## src/rtl/debug_step_controller.sv

```systemverilog
// Debug command front-end for the mips pipeline: run/step/halt control of the
// pipeline stall, plus register-file and PC readback as byte replies over UART.
module debug_step_controller #(
    parameter int unsigned SIZE       = 32,
    parameter int unsigned REG_ADDR_W = 5,
    parameter logic [7:0]  ACK_BYTE   = 8'h06,
    parameter logic [7:0]  NAK_BYTE   = 8'h15
) (
    input  logic                  clk,
    input  logic                  rst,
    input  logic [7:0]            i_rx_data,
    input  logic                  i_rx_valid,
    output logic [7:0]            o_tx_data,
    output logic                  o_tx_valid,
    input  logic                  i_tx_ready,
    output logic                  o_stall,
    output logic [REG_ADDR_W-1:0] o_dbg_reg_addr,
    input  logic [SIZE-1:0]       i_dbg_reg_data,
    input  logic [SIZE-1:0]       i_pc,
    input  logic                  i_halt
);

    localparam int unsigned NBYTES = SIZE / 8;
    localparam int unsigned CNT_W  = (NBYTES > 1) ? $clog2(NBYTES) : 1;

    localparam logic [7:0] CMD_RUN  = 8'h52;
    localparam logic [7:0] CMD_STEP = 8'h53;
    localparam logic [7:0] CMD_HALT = 8'h48;
    localparam logic [7:0] CMD_GET  = 8'h47;
    localparam logic [7:0] CMD_PC   = 8'h50;
    localparam logic [7:0] HALT_MSG = 8'h48;

    typedef enum logic [2:0] {
        IDLE     = 3'd0,
        RUN      = 3'd1,
        STEP     = 3'd2,
        GET_ADDR = 3'd3,
        CAPTURE  = 3'd4,
        SEND     = 3'd5,
        REPLY1   = 3'd6
    } state_e;

    state_e                state_q, state_d;
    logic                  stall_q, stall_d;
    logic                  tx_valid_q, tx_valid_d;
    logic [7:0]            tx_data_q, tx_data_d;
    logic [REG_ADDR_W-1:0] addr_q, addr_d;
    logic [SIZE-1:0]       shift_q, shift_d;
    logic [CNT_W-1:0]      cnt_q, cnt_d;
    // Single-byte reply belongs to an 'R' command: return to RUN once it is sent.
    logic                  ret_run_q, ret_run_d;

    logic tx_fire;
    logic rx_h;

    assign tx_fire = tx_valid_q & i_tx_ready;
    assign rx_h    = i_rx_valid && (i_rx_data == CMD_HALT);

    // State and registered-output update with synchronous reset.
    always_ff @(posedge clk) begin
        if (rst) begin
            state_q    <= IDLE;
            stall_q    <= 1'b1;
            tx_valid_q <= 1'b0;
            tx_data_q  <= 8'h00;
            addr_q     <= '0;
            shift_q    <= '0;
            cnt_q      <= '0;
            ret_run_q  <= 1'b0;
        end else begin
            state_q    <= state_d;
            stall_q    <= stall_d;
            tx_valid_q <= tx_valid_d;
            tx_data_q  <= tx_data_d;
            addr_q     <= addr_d;
            shift_q    <= shift_d;
            cnt_q      <= cnt_d;
            ret_run_q  <= ret_run_d;
        end
    end

    // Command decode, stall control and reply sequencing.
    always_comb begin
        state_d    = state_q;
        stall_d    = stall_q;
        tx_valid_d = tx_valid_q;
        tx_data_d  = tx_data_q;
        addr_d     = addr_q;
        shift_d    = shift_q;
        cnt_d      = cnt_q;
        ret_run_d  = ret_run_q;

        unique case (state_q)
            IDLE: begin
                stall_d = 1'b1;
                if (i_rx_valid) begin
                    unique case (i_rx_data)
                        CMD_RUN: begin
                            stall_d    = 1'b0;
                            tx_valid_d = 1'b1;
                            tx_data_d  = ACK_BYTE;
                            ret_run_d  = 1'b1;
                            state_d    = REPLY1;
                        end
                        CMD_STEP: begin
                            stall_d = 1'b0;
                            state_d = STEP;
                        end
                        CMD_HALT: begin
                            tx_valid_d = 1'b1;
                            tx_data_d  = ACK_BYTE;
                            ret_run_d  = 1'b0;
                            state_d    = REPLY1;
                        end
                        CMD_GET: begin
                            state_d = GET_ADDR;
                        end
                        CMD_PC: begin
                            shift_d    = i_pc;
                            tx_data_d  = i_pc[SIZE-1 -: 8];
                            tx_valid_d = 1'b1;
                            cnt_d      = '0;
                            state_d    = SEND;
                        end
                        default: begin
                            tx_valid_d = 1'b1;
                            tx_data_d  = NAK_BYTE;
                            ret_run_d  = 1'b0;
                            state_d    = REPLY1;
                        end
                    endcase
                end
            end
            RUN: begin
                stall_d = 1'b0;
                // A host 'H' takes priority over the autonomous halt notice.
                if (rx_h || i_halt) begin
                    stall_d    = 1'b1;
                    tx_valid_d = 1'b1;
                    tx_data_d  = rx_h ? ACK_BYTE : HALT_MSG;
                    ret_run_d  = 1'b0;
                    state_d    = REPLY1;
                end
            end
            STEP: begin
                stall_d    = 1'b1;
                tx_valid_d = 1'b1;
                tx_data_d  = ACK_BYTE;
                ret_run_d  = 1'b0;
                state_d    = REPLY1;
            end
            GET_ADDR: begin
                if (i_rx_valid) begin
                    addr_d  = i_rx_data[REG_ADDR_W-1:0];
                    state_d = CAPTURE;
                end
            end
            CAPTURE: begin
                shift_d    = i_dbg_reg_data;
                tx_data_d  = i_dbg_reg_data[SIZE-1 -: 8];
                tx_valid_d = 1'b1;
                cnt_d      = '0;
                state_d    = SEND;
            end
            SEND: begin
                if (tx_fire) begin
                    if (cnt_q == CNT_W'(NBYTES - 1)) begin
                        tx_valid_d = 1'b0;
                        state_d    = IDLE;
                    end else begin
                        shift_d   = shift_q << 8;
                        tx_data_d = shift_q[SIZE-9 -: 8];
                        cnt_d     = cnt_q + CNT_W'(1);
                    end
                end
            end
            REPLY1: begin
                // 'H' while the RUN ACK is still pending freezes the pipeline at once.
                if (ret_run_q && rx_h) begin
                    stall_d   = 1'b1;
                    ret_run_d = 1'b0;
                end
                if (tx_fire) begin
                    tx_valid_d = 1'b0;
                    ret_run_d  = 1'b0;
                    state_d    = (ret_run_q && !rx_h) ? RUN : IDLE;
                end
            end
            default: begin
                stall_d    = 1'b1;
                tx_valid_d = 1'b0;
                state_d    = IDLE;
            end
        endcase
    end

    assign o_stall        = stall_q;
    assign o_tx_valid     = tx_valid_q;
    assign o_tx_data      = tx_data_q;
    assign o_dbg_reg_addr = addr_q;

endmodule

```

## config.mk

```make
export PLATFORM = sky130hd
export DESIGN_NAME = debug_step_controller
export DESIGN_NICKNAME = d
export VERILOG_FILES = /design/src/rtl/debug_step_controller.sv
export SDC_FILE = /design/constraint.sdc
export NUM_CORES = 1
export LEC_CHECK = 0
export CAP_MARGIN = 20
export CORE_MARGIN = 4
export CORE_UTILIZATION = 46
export DETAILED_ROUTE_END_ITERATION = 12
export GPL_ROUTABILITY_DRIVEN = 0
export GPL_TIMING_DRIVEN = 0
export PLACE_DENSITY = 0.8
export SLEW_MARGIN = 20
export SYNTH_ARGS = -nofsm -noshare
export SYNTH_HDL_FRONTEND = slang
export SYNTH_SLANG_ARGS = --single-unit
```

## constraint.sdc

```tcl
create_clock -name clk -period 2.75 [get_ports clk]
set_input_delay 0.825 -clock clk [delete_from_list [all_inputs] [get_ports clk]]
set_output_delay 0.825 -clock clk [all_outputs]
set_load 0.02 [all_outputs]
```

# [Word-level counts from Yosys, hierarchy flattened]
# Cells that the tools add are included.
[op_classes] add_sub_neg=1 eq_ne=24 muxes=44 bitwise=3 reduce_logical=22
[ops] op="$mux W24" n=4
[ops] op="$pmux W24 S3" n=1
[ops] op="$eq A8 B7 Y1 const B" n=5
[ops] op="$pmux W8 S5" n=1
[ops] op="$mux W8" n=4
[ops] op="$pmux W8 S3" n=1
[ops] op="$pmux W3 S7" n=1
[ops] op="$ne A2 B2 Y1 const B" n=10
[ops] op="$mux W3" n=6
[ops] op="$mux W1" n=15
[ops] op="$reduce_and A6 Y1" n=2
[ops] op="$reduce_and A5 Y1" n=2
[ops] op="$eq A3 B3 Y1 const B" n=3
[ops] op="$pmux W3 S3" n=1
[ops] op="$mux W2" n=4
[ops] op="$pmux W1 S4" n=2
[ops] op="$reduce_or A2 Y1" n=4
[ops] op="$mux W7" n=1
[ops] op="$reduce_and A7 Y1" n=1
[ops] op="$eq A3 B2 Y1 const B" n=2
[ops] op="$pmux W1 S6" n=1
[ops] op="$pmux W2 S3" n=1
[ops] op="$reduce_or A3 Y1" n=2
[ops] op="$reduce_bool A5 Y1" n=1
[ops] op="other kinds (15)" n=19
[word_totals] regBits=45 input_bits=77

# [Logic depth before layout (Yosys ltp)]
# Gate-level depths: netlist (run 1).
[logic_depth] depth_word=7 mapped_depth=8 mapped_depth_nobuf=6

# [Worst setup path after synthesis (run 1)]
# No wires, ideal clock.
[synth_timing] path_type="in2reg" start="in i_rx_data[1]" end="reg tx_data_q[0] (netlist: o_tx_data[0])" setup_ns=0.134 arrival_time_ns=2.348 t_required_ns=2.616 setup_slack_ns=0.268 cell_stages=8 n_path_buf=3 path_cell_list="buf_2 or4b_4 nor3_4 o211a_1 buf_6 and2_1 buf_6 a211oi_1"
[synth_via] elab_chain_cells=5 elab_cells_between_ends=15 cone_classes="eq/ne: 7; mux: 3; reduce/logical: 5"
[synth_lines] item="start: declaration" line="11" source="input logic [7:0] i_rx_data,"
[synth_lines] item="$eq A8 B7 Y1, on equally long branches" line="97, 57"
[synth_lines] item="$reduce_or A2 Y1 (no source line) / $logic_and A1 B1 Y1 (equally long branches)"
[synth_lines] item="$pmux W8 S3 / $logic_or A1 B1 Y1 (equally long branches)" line="97, 137"
[synth_lines] item="$mux W8 / $ne A2 B2 Y1 (equally long branches)"
[synth_lines] item="$pmux W8 S5 / $reduce_and A6 Y1 (equally long branches)"
[synth_lines] item="end signal: assignment" line="74" source="tx_data_q <= tx_data_d;"
[synth_lines] item="end: declaration" line="46" source="logic [7:0] tx_data_q, tx_data_d;"
# Parallel ways exist; a longest one is shown, timed or not. The select of a mux whose other input is x is not followed.
# A chain may end at the register's enable or synchronous reset.

# [Worst setup path after layout (run 1)]
[layout_timing] start="in i_rx_data[5]" end="reg tx_data_q[7] (netlist: o_tx_data[7])"
# Same word-level chain as after synthesis.

==> out/results.ini, run 1 <==
[timing]
fin_ws_ps=65.4
worstMarginPinSlew_ps=596
fmax_mhz=372
finalCriticalPeriod_ps=2680
relSlewSlack_pct=60.3
rsz0062_at_grt=false
slew_violations=0
finalClockSkew_ps=4.95
tns_ps=0
setup_viol=0
finalHoldViolations=0
min_period_over_period_pct=97.6

[finish]
drive_gt1_share_pct=9.71
final-seq-area_um2=901
fillers=524
final_net_count=520
multiInputGateArea_um2=1760
area_growth_pct=41.3
n_antenna_cell=0
utilization_pct=66.9
final_area_um2=3940

[critical_path]
startpoint=i_rx_data[5]
r2r_start=state_q[1]$_SDFFE_PP0P_
worstPathMaxFanout=9
cpMaxStageDelayCell=or4b_4
reg2reg_depth=6
rrSetupSlack_ps=440
cpMostUsedCell=buf_6
slowest_delay_ps=600
worstSetupPathType=primary input to flop
critical_path.startpoint_type=primary input
crit_path_cell_trace=clkdlybuf4s50_1 > or4b_4 > nor3_4 > o211a_1 > buf_6 > and2_1 > buf_6 > a211oi_1
critPathRequiredTime_ps=2920
timing.rr.end=o_dbg_reg_addr[4]$_SDFFE_PP0P_
cp.arrival_ps=2860
cp-endpoint=o_tx_data[7]$_SDFFE_PP0P_
end_kind=flop

[run_status]
status=finished, final reports clean

[synthesis]
ys_seq_area_share_pct=32.3
synth_ff_type=dfxtp_1
ys_ff_latch=45
syn_avg_cell_area_um2=8.06
synthXorXnorAreaFrac_pct=0.314
synth_edf_count=0
synth_adder_area_share_pct=0.449
synth_top_area_cell=dfxtp_1
syn_nets=424
syn_area_um2=2790
synth_simple_gate_area_share_pct=27.6
synth_compound_area_share_pct=23.0
synth_top_family_by_area=simple AND/OR/NAND/NOR gates
yosysTopAreaCellShare_pct=32.3
ys_async_sr_fraction_pct=0
synth_cell_types=54
ys_warn_count=0
synth_area_leaders=dfxtp_1 (32%), mux2i_1 (9.3%), a21oi_1 (7.0%)
netlist_instances=346
yosys-mux-area-fraction_pct=9.74

[route]
drt_wl_total_um=8640
drc_errors=0
drt-pass1-iter-count=5
wire_per_inst_um=16.7
drt_iter0_markers=280
vias=3005
via_per_inst=5.80
drtAntennaViolNets=0

[floorplanning]
initial_core_util_pct=47.4
boundaryPins=92
die_w_um=85.8
placeableCoreArea_um2=5890
rows=28
die_h_um=85.8
die-area_um2=7370

[global_routing]
globalRouteOverflowTotal=0
antenna_found_initial=0
grt_usage_pct=22.9
grt_max_degree=15
grt_pass1_vias=2810
grt_pass1_wl_um=13500

[clock_tree]
clk_pin_slew_ps=90
cts_htree_levels=2
cts_sinks=45
clockBufferDepth=2
clockRootBuffer=clkbuf_8
tritoncts=yes
worstSkewPairLatency_ps=300
cts_buffers=5

[power_and_ir_drop]
power_density_nw_per_um2=837
power_leakage_nw=1.37
ir_drop_uv=490
power_w=0.00330

[job]
drv_cap=0

[placement]
place_hpwl_um=6610
place_worst_setup_slack_ps=-501
port_buffers=87
place_area_um2=3750

[hold_path]
hp-class=flop to flop
holdCritStartpoint=shift_q[22]$_SDFFE_PP0P_

==> through the flow <==
step / hold slack, ps / cells
2_1_floorplan: 431 / 346
3_3_place_gp: 443 / 508
3_5_place_dp: 446 / 508
4_1_cts: 459 / 516
5_1_grt: 470 / 518
6_report: 458 / 518
==> cell families (layout without fill, tap and decap cells) <==
kind of cell | count (synthesis) | after routing
AO/OA/AOI/OAI | 98 | 98
buffers and inverters | 36 | 133
XOR/XNOR | 1 | 1
AND/OR/NAND/NOR | 138 | 138
multiplexers | 27 | 27
flip-flops | 45 | 45
adder cells (fa/ha/maj) | 1 | 1
==> power breakdown <==
| group | switching [W] | internal (W) |
|---|---|---|
| registers | 0.000122 | 0.000851 |
| clock network | 0.000237 | 0.000273 |
| logic | 0.00105 | 0.000771 |
| total | 0.00140 | 0.00189 |
==> metal layers <==
metal / share of wire, % / wire length (um) / global-route usage [%] / vias up
met5: 0 / 0 / 0 / -
li1: - / - / - / 1465
met1: 42 / 3640 / 29.2 / 1377
met3: 8.7 / 751 / 6.15 / 16
met4: 2.1 / 181 / 6.62 / 0
met2: 47 / 4060 / 37.9 / 147
==> placed cells by master, fill, tap and decap left out, types with 2 or more instances in the layout <==
master           netlist  routed
a211oi_1              14      12
a211oi_2               1       2
a21oi_1               39      39
a22oi_1                2       2
and2_1                 2       2
buf_2                  8       8
buf_4                  0       2
buf_6                  5       5
clkbuf_1              19      20
clkbuf_8               0       5
clkdlybuf4s50_1        0      85
dfxtp_1               45      45
inv_1                  4       4
mux2i_1               26      26
nand2_1               46      46
nand2b_1               5       5
nand3_1                4       4
nand3b_1               2       2
nand4_1                2       2
nand4b_1               4       4
nor2_1                22      22
nor2b_1                6       6
nor3_1                13      13
nor3b_1                9       9
nor4_1                 2       2
nor4_2                 2       2
o211ai_1              18      18
o21ai_0                6       6
o22ai_1                6       6
or3_1                  3       3
or4b_4                 2       2
==> worst min-delay path by stage <==
stage	slack (ps)	depth (start not counted)	endpoint
6_report	460	2	shift_q[22]$_SDFFE_PP0P_
5_1_grt	470	2	shift_q[22]$_SDFFE_PP0P_
3_5_place_dp	450	2	shift_q[22]$_SDFFE_PP0P_
4_1_cts	460	2	shift_q[22]$_SDFFE_PP0P_
2_1_floorplan	430	2	shift_q[19]$_SDFFE_PP0P_
3_3_place_gp	440	2	shift_q[10]$_SDFFE_PP0P_
==> sequential cells by signal (all words and copies together), names as in the netlist <==
register and flops:
cnt_q 2, o_dbg_reg_addr 5, o_stall 1, o_tx_data 8, o_tx_valid 1, ret_run_q 1, shift_q 24, state_q 3
==> critical path, delay by kind of cell <==
kind | cells | cell delay [ps]
and+or+nand+nor | 3 | 980
buffers and inverters | 3 | 760
AOI/OAI and AO/OA | 2 | 290
==> synth_stat cells (4+ instances only) <==
master and count:
o22ai_1 6, mux2i_1 26, o21ai_0 6, nor3_1 13, nand2_1 46, nor2_1 22
nand4b_1 4, clkbuf_1 19, inv_1 4, o211ai_1 18, buf_2 8, buf_6 5
dfxtp_1 45, nor2b_1 6, nor3b_1 9, nand3_1 4, nand2b_1 5, a21oi_1 39
a211oi_1 14
==> area by class of cell <==
type | instances | area share, %
clock inverters | 2 | 0.984
inverters | 4 | 0.381
plain buffers | 32 | 4.26
repair buffers | 89 | 22.5
well taps | 75 | 2.38
flip-flops and latches | 45 | 22.9
multi-input cells | 265 | 44.8
clock buffers | 6 | 1.84
==> what timing repair did <==
item	4_1_cts	5_1_grt
endpoints found under the setup margin	28	26
gates resized for setup	5	8
hold buffers	0	0
buffers inserted	0	2
pin swaps	1	1
gates cloned	0	0
No activity file was read; power rests on OpenSTA's default activity.
==> run 2: changes to the inputs <==
- CORE_MARGIN: 4 -> 3
==> run 2 against run 1 <==
  * Die area fell by 4.6%
  * Final area fell by 1.3%
  * Via count rose by 1.1%
  * Sequential share of layout area rose by 0.30 points
==> out/results.ini, run 2 (synthesis gave the netlist of run 1 again) <==
[route]
drt_wl_total_um=8470
via_per_inst=5.91
wire_per_inst_um=16.5
drc_errors=0
drt-pass1-iter-count=5
drt_iter0_markers=276
vias=3037
drtAntennaViolNets=0

[floorplanning]
initial_core_util_pct=49.1
placeableCoreArea_um2=5680
boundaryPins=92
rows=27
die_h_um=83.8
die_w_um=83.8
die-area_um2=7030

[critical_path]
slowest_delay_ps=460
end_kind=flop
worstPathMaxFanout=10
cp.arrival_ps=2850
crit_path_cell_trace=clkdlybuf4s50_1 > nor4b_2 > a31oi_2 > a211o_1 > buf_2 > buf_2 > a211oi_1 > nor3_1
timing.rr.end=o_dbg_reg_addr[2]$_SDFFE_PP0P_
critical_path.startpoint_type=primary input
cpMaxStageDelayCell=clkdlybuf4s50_1
reg2reg_depth=6
critPathRequiredTime_ps=2920
rrSetupSlack_ps=440
r2r_start=state_q[1]$_SDFFE_PP0P_
cpMostUsedCell=buf_2
worstSetupPathType=primary input to flop

[power_and_ir_drop]
pwr-share-comb_pct=55.9
ir_drop_uv=438
pwr-share-seq_pct=30.3
power_density_nw_per_um2=828
power_frac_clock_pct=13.8
power_leakage_nw=1.35
p_int_w=0.00182
switching_power_w=0.00140
switching_share_pct=43.4

[finish]
n_antenna_cell=0
largest_reg_flops=24
final_net_count=519
layout_commonest_cell=clkdlybuf4s50_1
fillers=508
area_growth_pct=39.5
final_cell_mix=clkdlybuf4s50_1 (85), nand2_1 (46), dfxtp_1 (45)
drive_gt1_share_pct=9.05
fin_cells=514
regMostFlops=shift_q
final-seq-area_um2=901
multiInputGateArea_um2=1740

[run_status]
status=finished, final reports clean

[clock_tree]
cts_sinks=45
cts_htree_levels=2
clockBufferDepth=2
cts_buffers=5
clk_pin_slew_ps=90
tritoncts=yes
ctsHoldBuffers=0
worstSkewPairLatency_ps=300
clockRootBuffer=clkbuf_8

[timing]
finalCriticalPeriod_ps=2680
fmax_mhz=374
slew_violations=0
tns_ps=0
relSlewSlack_pct=60.3
setup_viol=0
min_period_over_period_pct=97.3
finalClockSkew_ps=5.60
worstMarginPinSlew_ps=595
finalHoldViolations=0

[global_routing]
grt_pass1_wl_um=13600
antenna_found_initial=0
grt_pass1_vias=2754
grt_max_degree=15
grt_usage_pct=23.8
globalRouteOverflowTotal=0

[hold_path]
holdCritStartpoint=shift_q[12]$_SDFFE_PP0P_
min_to=shift_q[12]$_SDFFE_PP0P_
hp-class=flop to flop
hold_depth=2

[placement]
place_hpwl_um=6520
placed_cells=505
port_buffers=87

[job]
drv_cap=0

[run 2: worst max path at each step]
stage / end / cells past startpoint / startpoint
2_1_floorplan: o_tx_data[0]$_SDFFE_PP0P_ / 8 / i_rx_data[1]
3_3_place_gp: o_tx_data[4]$_SDFFE_PP0P_ / 6 / i_rx_data[3]
3_5_place_dp: o_tx_data[4]$_SDFFE_PP0P_ / 6 / i_rx_data[3]
4_1_cts: shift_q[7]$_SDFFE_PP0P_ / 8 / i_rx_data[3]
5_1_grt: shift_q[7]$_SDFFE_PP0P_ / 8 / i_rx_data[5]
6_report: shift_q[7]$_SDFFE_PP0P_ / 8 / i_rx_data[5]
[run 2: worst max-delay path: cells and delay by family]
family / cells / cell delay, ps
buffers and inverters: 3 / 830
AOI/OAI and AO/OA: 3 / 760
and+or+nand+nor: 2 / 430
[run 2: area by class of cell]
type | count | area share [%]
multi-input cells | 265 | 44.7
repair buffers | 88 | 22.6
plain buffers | 32 | 4.31
clock inverters | 2 | 0.354
inverters | 4 | 0.386
well taps | 72 | 2.32
flip-flops and latches | 45 | 23.2
clock buffers | 6 | 2.12
[run 2: per-layer routing]
metal  track usage (%)  part of all wire, %
met1              32.6                   44
met2              36.3                   45
met3              6.52                  9.5
met4              7.02                  1.7
met5                 0                    0
[run 2: metrics by stage]
step / worst slack [ps] / power [W] / hold WS [ps] / instance area, um^2 / utilization [%]
floorplan: 268 / 0.00220 / 431 / 2790 / -
global placement: -474 / 0.00270 / 441 / 3750 / 66.0
detailed placement: -483 / 0.00274 / 446 / 3750 / 66.0
CTS: -29.0 / 0.00319 / 458 / 3860 / 68.0
global route: -39.4 / 0.00344 / 485 / 3890 / 68.5
finish: 74.8 / 0.00322 / 460 / 3890 / 68.5
[run 2: what timing repair did]
action                                  CTS  global route
setup buffers                             0             1
hold endpoints to repair                  0             0
endpoints found under the setup margin   29            30
resized for setup                         4             5
[run 2: power groups by stage]
stage          clock (W)  combinational [W]  sequential, W
6_report        0.000443            0.00180       0.000976
5_1_grt         0.000470            0.00197        0.00100
2_1_floorplan          0            0.00118        0.00102
3_3_place_gp           0            0.00172       0.000980
3_5_place_dp           0            0.00175       0.000987
4_1_cts         0.000442            0.00178       0.000972
==> RTL edit 1, RTL diff (settings of run 2) <==
Take the reset off `tx_data_q`, `addr_q` and `shift_q` and load them in a clocked block of their own.
--- a/src/rtl/debug_step_controller.sv
+++ b/src/rtl/debug_step_controller.sv
@@ -63,7 +63,4 @@
             stall_q    <= 1'b1;
             tx_valid_q <= 1'b0;
-            tx_data_q  <= 8'h00;
-            addr_q     <= '0;
-            shift_q    <= '0;
             cnt_q      <= '0;
             ret_run_q  <= 1'b0;
@@ -72,10 +69,13 @@
             stall_q    <= stall_d;
             tx_valid_q <= tx_valid_d;
-            tx_data_q  <= tx_data_d;
-            addr_q     <= addr_d;
-            shift_q    <= shift_d;
             cnt_q      <= cnt_d;
             ret_run_q  <= ret_run_d;
         end
+    end
+
+    always_ff @(posedge clk) begin
+        tx_data_q <= tx_data_d;
+        addr_q    <= addr_d;
+        shift_q   <= shift_d;
     end
 
Function: changed (a bounded check fails within 4 cycles, from zero or initial values and one cycle with rst high).
==> RTL edit 1 against run 2 <==
- synthesized area fell by 9.7%
- power fell by 7.9%
- first-iteration DRC count fell by 18%
- maximum frequency rose by 0.60%
- sequential cell count did not move
- critical path type unchanged
- non-clock buffer count fell by 13
- routed wire length fell by 22%
- design area fell by 6.2%
- worst setup slack improved by 0.016 ns
==> RTL edit 1: results (changes against run 2) <==
| Metric | Value |
|---|---|
| Status | `complete, no violations (unchanged)` |
| Worst hold slack | `0.480 ns (was 0.460 ns)` |
| Met3 routed WL | `722 um (was 801 um)` |
| Leak Pwr | `1.32 nW (was 1.35 nW)` |
| Clock-cell share | `0.0292 (was 0.0248)` |
| Mean Syn Cell Area | `10.1 sq um (was 8.06 sq um)` |
| Layout Nets | `428 (was 519)` |
| Peak VDD IR | `0.338 mV (was 0.438 mV)` |
| Worst Hold Endpoint | `cnt_q[0]$_SDFFE_PP0P_ (was shift_q[12]$_SDFFE_PP0P_)` |
| Reg2Reg Setup Slack | `0.70 ns (was 0.44 ns)` |
| Layout inverter count without the clock tree | `7 (was 4)` |
| Fraction of layout cells with a size suffix above 1 | `0.0741 (was 0.0905)` |
| Post-CTS sizing | `3 (was 4)` |
| Switching fraction of total power | `0.365 (was 0.434)` |
| Arrival time at the worst endpoint | `2.64 ns (was 2.85 ns)` |
| PD cells | `813 mW/mm^2 (was 828 mW/mm^2)` |
| #MultiIn Comb | `184 (was 265)` |
| DP Cell Count | `411 (was 505)` |
| Reg-to-Reg End | `o_tx_data[2]$_DFFE_PP_ (was o_dbg_reg_addr[2]$_SDFFE_PP0P_)` |
| Largest net degree at the start of global routing | `14 (was 15)` |
| Crit Path Max Fanout | `12 (was 10)` |
| Detailed placement HPWL | `4850 um (was 6520 um)` |
| Total global routing track utilization | `0.206 (was 0.238)` |
| Non-CTS buffers | `107 (was 120)` |
| Hold path startpoint | `cnt_q[0]$_SDFFE_PP0P_ (was shift_q[12]$_SDFFE_PP0P_)` |
| Fin cells | `421 (was 514)` |
| Most frequent cells after synthesis | `37 x edfxtp_1, 35 x nand2_1, 34 x o21ai_0, 23 x mux2i_1, 12 x nor2_1 (was 46 x nand2_1, 45 x dfxtp_1, 39 x a21oi_1, 26 x mux2i_1, 22 x nor2_1)` |
| Synth Net Count | `328 (was 424)` |
| Slew @ Worst Pin | `0.581 ns (was 0.595 ns)` |
| Top cells by area, synth | `edfxtp_1 44%, mux2i_1 9.1%, o21ai_0 6.8%, dfxtp_1 6.4%, nand2_1 5.2% (was dfxtp_1 32%, mux2i_1 9.3%, a21oi_1 7.0%, nand2_1 6.2%, o211ai_1 4.8%)` |
| M1 WL | `2710 um (was 3730 um)` |
| I/O Buffers | `91 (was 87)` |
| Critical path endpoint | `shift_q[17]$_DFFE_PP_ (was shift_q[7]$_SDFFE_PP0P_)` |
| Multi-input gate share of the layout cell area | `0.318 (was 0.447)` |
| Fillers | `422 (was 508)` |
| DRT Wirelength | `6600 um (was 8470 um)` |
| Data buffer area share | `0.271 (was 0.269)` |
| Part of the cycle the worst path needs | `0.967 (was 0.973)` |
| First-pass GRT wire length | `10,200 um (was 13,600 um)` |
| Distinct cells, synth | `48 (was 54)` |
| Metal2 WL | `3100 um (was 3800 um)` |
| Tot Pwr | `2.97 mW (was 3.22 mW)` |
## RTL edit 1: changes by cell type after synthesis, sizes merged, moves of 6 or more
cell           run 2  this run
nor3              15         3
o211ai            18         1
a211oi            15         2
a21oi             39         9
o21ai              6        35
buf               13         6
nor2              22        12
dfxtp             45         8
edfxtp             0        37
nand2             46        35
clkbuf            19         9
nor3b              9         2
nand2b             5        11
## RTL edit 1: logic make-up after synthesis
| logic type | count (synthesis) | share of synthesized area |
|---|---|---|
| xor gates and xnor gates | 1 | 0.00348 |
| muxes | 23 | 0.0915 |
| DFF | 45 | 0.505 |
| adders and majority gates | 1 | 0.00497 |
| and+or+nand+nor | 91 | 0.193 |
| AOI/OAI and AO/OA | 68 | 0.165 |
| buffers and inverters | 21 | 0.0368 |
## RTL edit 1: routing by layer
metal  vias to the layer above  track usage
met5                         -            0
met4                         0       0.0490
met3                         8       0.0745
li1                       1129            -
met2                       126        0.352
met1                      1028        0.245
==> RTL edit 2, RTL diff (settings of run 2) <==
Without the edit above. Set the parameter `SIZE` to 16 (it was 32).
--- a/src/rtl/debug_step_controller.sv
+++ b/src/rtl/debug_step_controller.sv
@@ -2,5 +2,5 @@
 // pipeline stall, plus register-file and PC readback as byte replies over UART.
 module debug_step_controller #(
-    parameter int unsigned SIZE       = 32,
+    parameter int unsigned SIZE       = 16,
     parameter int unsigned REG_ADDR_W = 5,
     parameter logic [7:0]  ACK_BYTE   = 8'h06,
Interface: changed (resized i_dbg_reg_data and i_pc); port bits go from 92 to 60. No check against the original RTL was run, so the function may have changed too.
==> RTL edit 2 against run 2 <==
- power fell by 24%
- routed wire length fell by 34%
- global-route usage fell by 1.8 points
- die area fell by 29%
- count of clock-buffer cells in the layout fell by 2
- synthesized area fell by 31%
- hold slack improved by 0.026 ns
- worst setup slack improved by 0.049 ns
- design area fell by 32%
- maximum frequency rose by 1.9%
- utilization fell by 0.17 points
- sequential cell count fell by 17
- register-to-register slack barely moved
- via count fell by 32%
- critical endpoint is now shift_q[6]$_SDFFE_PP0P_
==> RTL edit 2: results (changes against run 2) <==
| Metric | Value |
|---|---|
| Area post-placement | `0.00257 sq mm (was 0.00375 sq mm)` |
| Clock Latency Late Sink | `0.28 ns (was 0.30 ns)` |
| Synth Net Count | `279 (was 424)` |
| Distinct cells, synth | `57 (was 54)` |
| Status | `complete, no violations (unchanged)` |
| Post CTS Setup Buffer Count | `0 (unchanged)` |
| Synth warnings | `0 (unchanged)` |
| CP delay by family, top | `compound AO/OA/AOI/OAI gates (was buffers and inverters)` |
| CP peak stage delay | `0.58 ns (was 0.46 ns)` |
| # H-tree levels | `1 (was 2)` |
| Clock Pin Slew Worst Setup and Hold Paths | `0.10 ns` |
| Fraction of layout cells with a size suffix above 1 | `0.122 (was 0.0905)` |
| Arrival time at the worst endpoint | `2.83 ns (was 2.85 ns)` |
| WL/cell | `16.3 um (was 16.5 um)` |
| Most frequent cells after synthesis | `28 x a21oi_1, 28 x dfxtp_1, 20 x nor2_1, 11 x nand2_1 (was 46 x nand2_1, 45 x dfxtp_1, 39 x a21oi_1, 26 x mux2i_1, 22 x nor2_1)` |
| CTS Root Cell | `clkbuf_8 (unchanged)` |
| Slew @ Worst Pin | `0.632 ns (was 0.595 ns)` |
| Worst min-delay path class | `reg -> reg (unchanged)` |
| Synth async-reset ratio | `0 (unchanged)` |
| Crit Path Max Fanout | `10 (unchanged)` |
| Leak Pwr | `0.957 nW (was 1.35 nW)` |
| Starting density of the core | `0.502 (was 0.491)` |
| Peak VDD IR | `0.531 mV (was 0.438 mV)` |
| Fin cells | `344 (was 514)` |
| I/O Buffers | `58 (was 87)` |
| Total global routing track utilization | `0.220 (was 0.238)` |
| Detailed placement HPWL | `4210 um (was 6520 um)` |
| First-pass DRT Iterations | `5 (unchanged)` |
| Vias in the first global route | `1,972 (was 2,754)` |
| Antenna violations before repair | `0 (unchanged)` |
| N_diodes | `0 (unchanged)` |
| Via-to-Cell Ratio | `6.04 (was 5.91)` |
| Top cells by area, synth | `dfxtp_1 29%, a21oi_1 7.2%, mux2i_1 5.2%, nor2_1 3.9%, a311oi_1 3.6% (was dfxtp_1 32%, mux2i_1 9.3%, a21oi_1 7.0%, nand2_1 6.2%, o211ai_1 4.8%)` |
| Largest net degree at the start of global routing | `16 (was 15)` |
| Primary FF master, synth | `dfxtp_1 (unchanged)` |
| Mapped Cells | `234 (was 346)` |
| Slowest stage cell, crit path | `clkdlybuf4s50_1 (unchanged)` |
| Clock buffer count from CTS | `3 (was 5)` |
| CTS Buffer Depth | `2 (unchanged)` |
| Clock skew | `0.00520 ns (was 0.00560 ns)` |
| Fillers | `355 (was 508)` |
| First DRT Iteration DRCs | `222 (was 276)` |
| Sequential share of the synthesized area | `0.290 (was 0.323)` |
| First-pass GRT wire length | `9090 um (was 13,600 um)` |
[RTL edit 2: layout make-up]
type                    count  area (sq um)  share of cell area
repair buffers             58           581               0.220
plain buffers              18           114              0.0432
clock buffers               4          55.1              0.0209
inverters                   4          15.0             0.00570
multi-input cells         184          1250               0.474
well taps                  48          60.1              0.0228
flip-flops and latches     28           561               0.213
[RTL edit 2: metrics by stage]
step | utilization | worst slack, ns | hold WS (ns)
after detailed placement | 0.668 | -0.227 | 0.471
final | 0.683 | 0.123 | 0.485
after floorplan | - | 0.513 | 0.475
after global placement | 0.668 | -0.224 | 0.469
after CTS | 0.682 | 0.0526 | 0.486
after global routing | 0.683 | 0.0384 | 0.509
[RTL edit 2: repair_timing]
| action | CTS | global route |
|---|---|---|
| setup endpoints to repair | 0 | 8 |
| endpoints found under the hold margin | 0 | 0 |
| gates resized for setup | 0 | 1 |
[RTL edit 2: final timing paths]
path / start / to / slack (ns) / cells past startpoint
worst max-delay path: i_rx_data[4] / shift_q[6]$_SDFFE_PP0P_ / 0.12 / 7
worst max register to register: state_q[2]$_SDFFE_PP0P_ / o_tx_data[0]$_SDFFE_PP0P_ / 0.44 / 7
worst min-delay path: o_tx_valid$_SDFFE_PP0P_ / o_tx_valid$_SDFFE_PP0P_ / 0.49 / 2
worst min register to register: o_tx_valid$_SDFFE_PP0P_ / o_tx_valid$_SDFFE_PP0P_ / 0.49 / 2
[RTL edit 2: report_power, final]
part / leakage [nW] / switching [mW] / internal (mW)
sequential: 0.230 / 0.0962 / 0.553
clock: 0.0288 / 0.133 / 0.129
combinational: 0.698 / 0.866 / 0.655
total: 0.957 / 1.10 / 1.34
[RTL edit 2: layer usage]
layer | wire length, um | vias up | part of all wire | track usage
li1 | - | 1018 | - | -
met1 | 2310 | 941 | 0.41 | 0.275
met2 | 2720 | 105 | 0.48 | 0.380
met3 | 484 | 14 | 0.086 | 0.0440
met4 | 95 | 0 | 0.017 | 0.0689
met5 | 0 | - | 0 | 0
[RTL edit 2: worst register-to-register path: stages, from the launching register on]
cell      delay (ns)
dfxtp_1         0.37
clkbuf_8        0.17
o21ai_0         0.51
nand3_1         0.24
nor4_4          0.56
buf_6           0.22
o21ai_2         0.06
a21oi_2         0.11
[RTL edit 2: kinds of logic (layout without fill, tap and decap cells)]
family / after synthesis / in the layout / synth area share
and+or+nand+nor: 90 / 90 / 0.290
buffers and inverters: 22 / 84 / 0.0666
muxes: 10 / 10 / 0.0517
DFF: 28 / 28 / 0.290
AOI/OAI and AO/OA: 82 / 82 / 0.292
xor gates and xnor gates: 2 / 2 / 0.00906
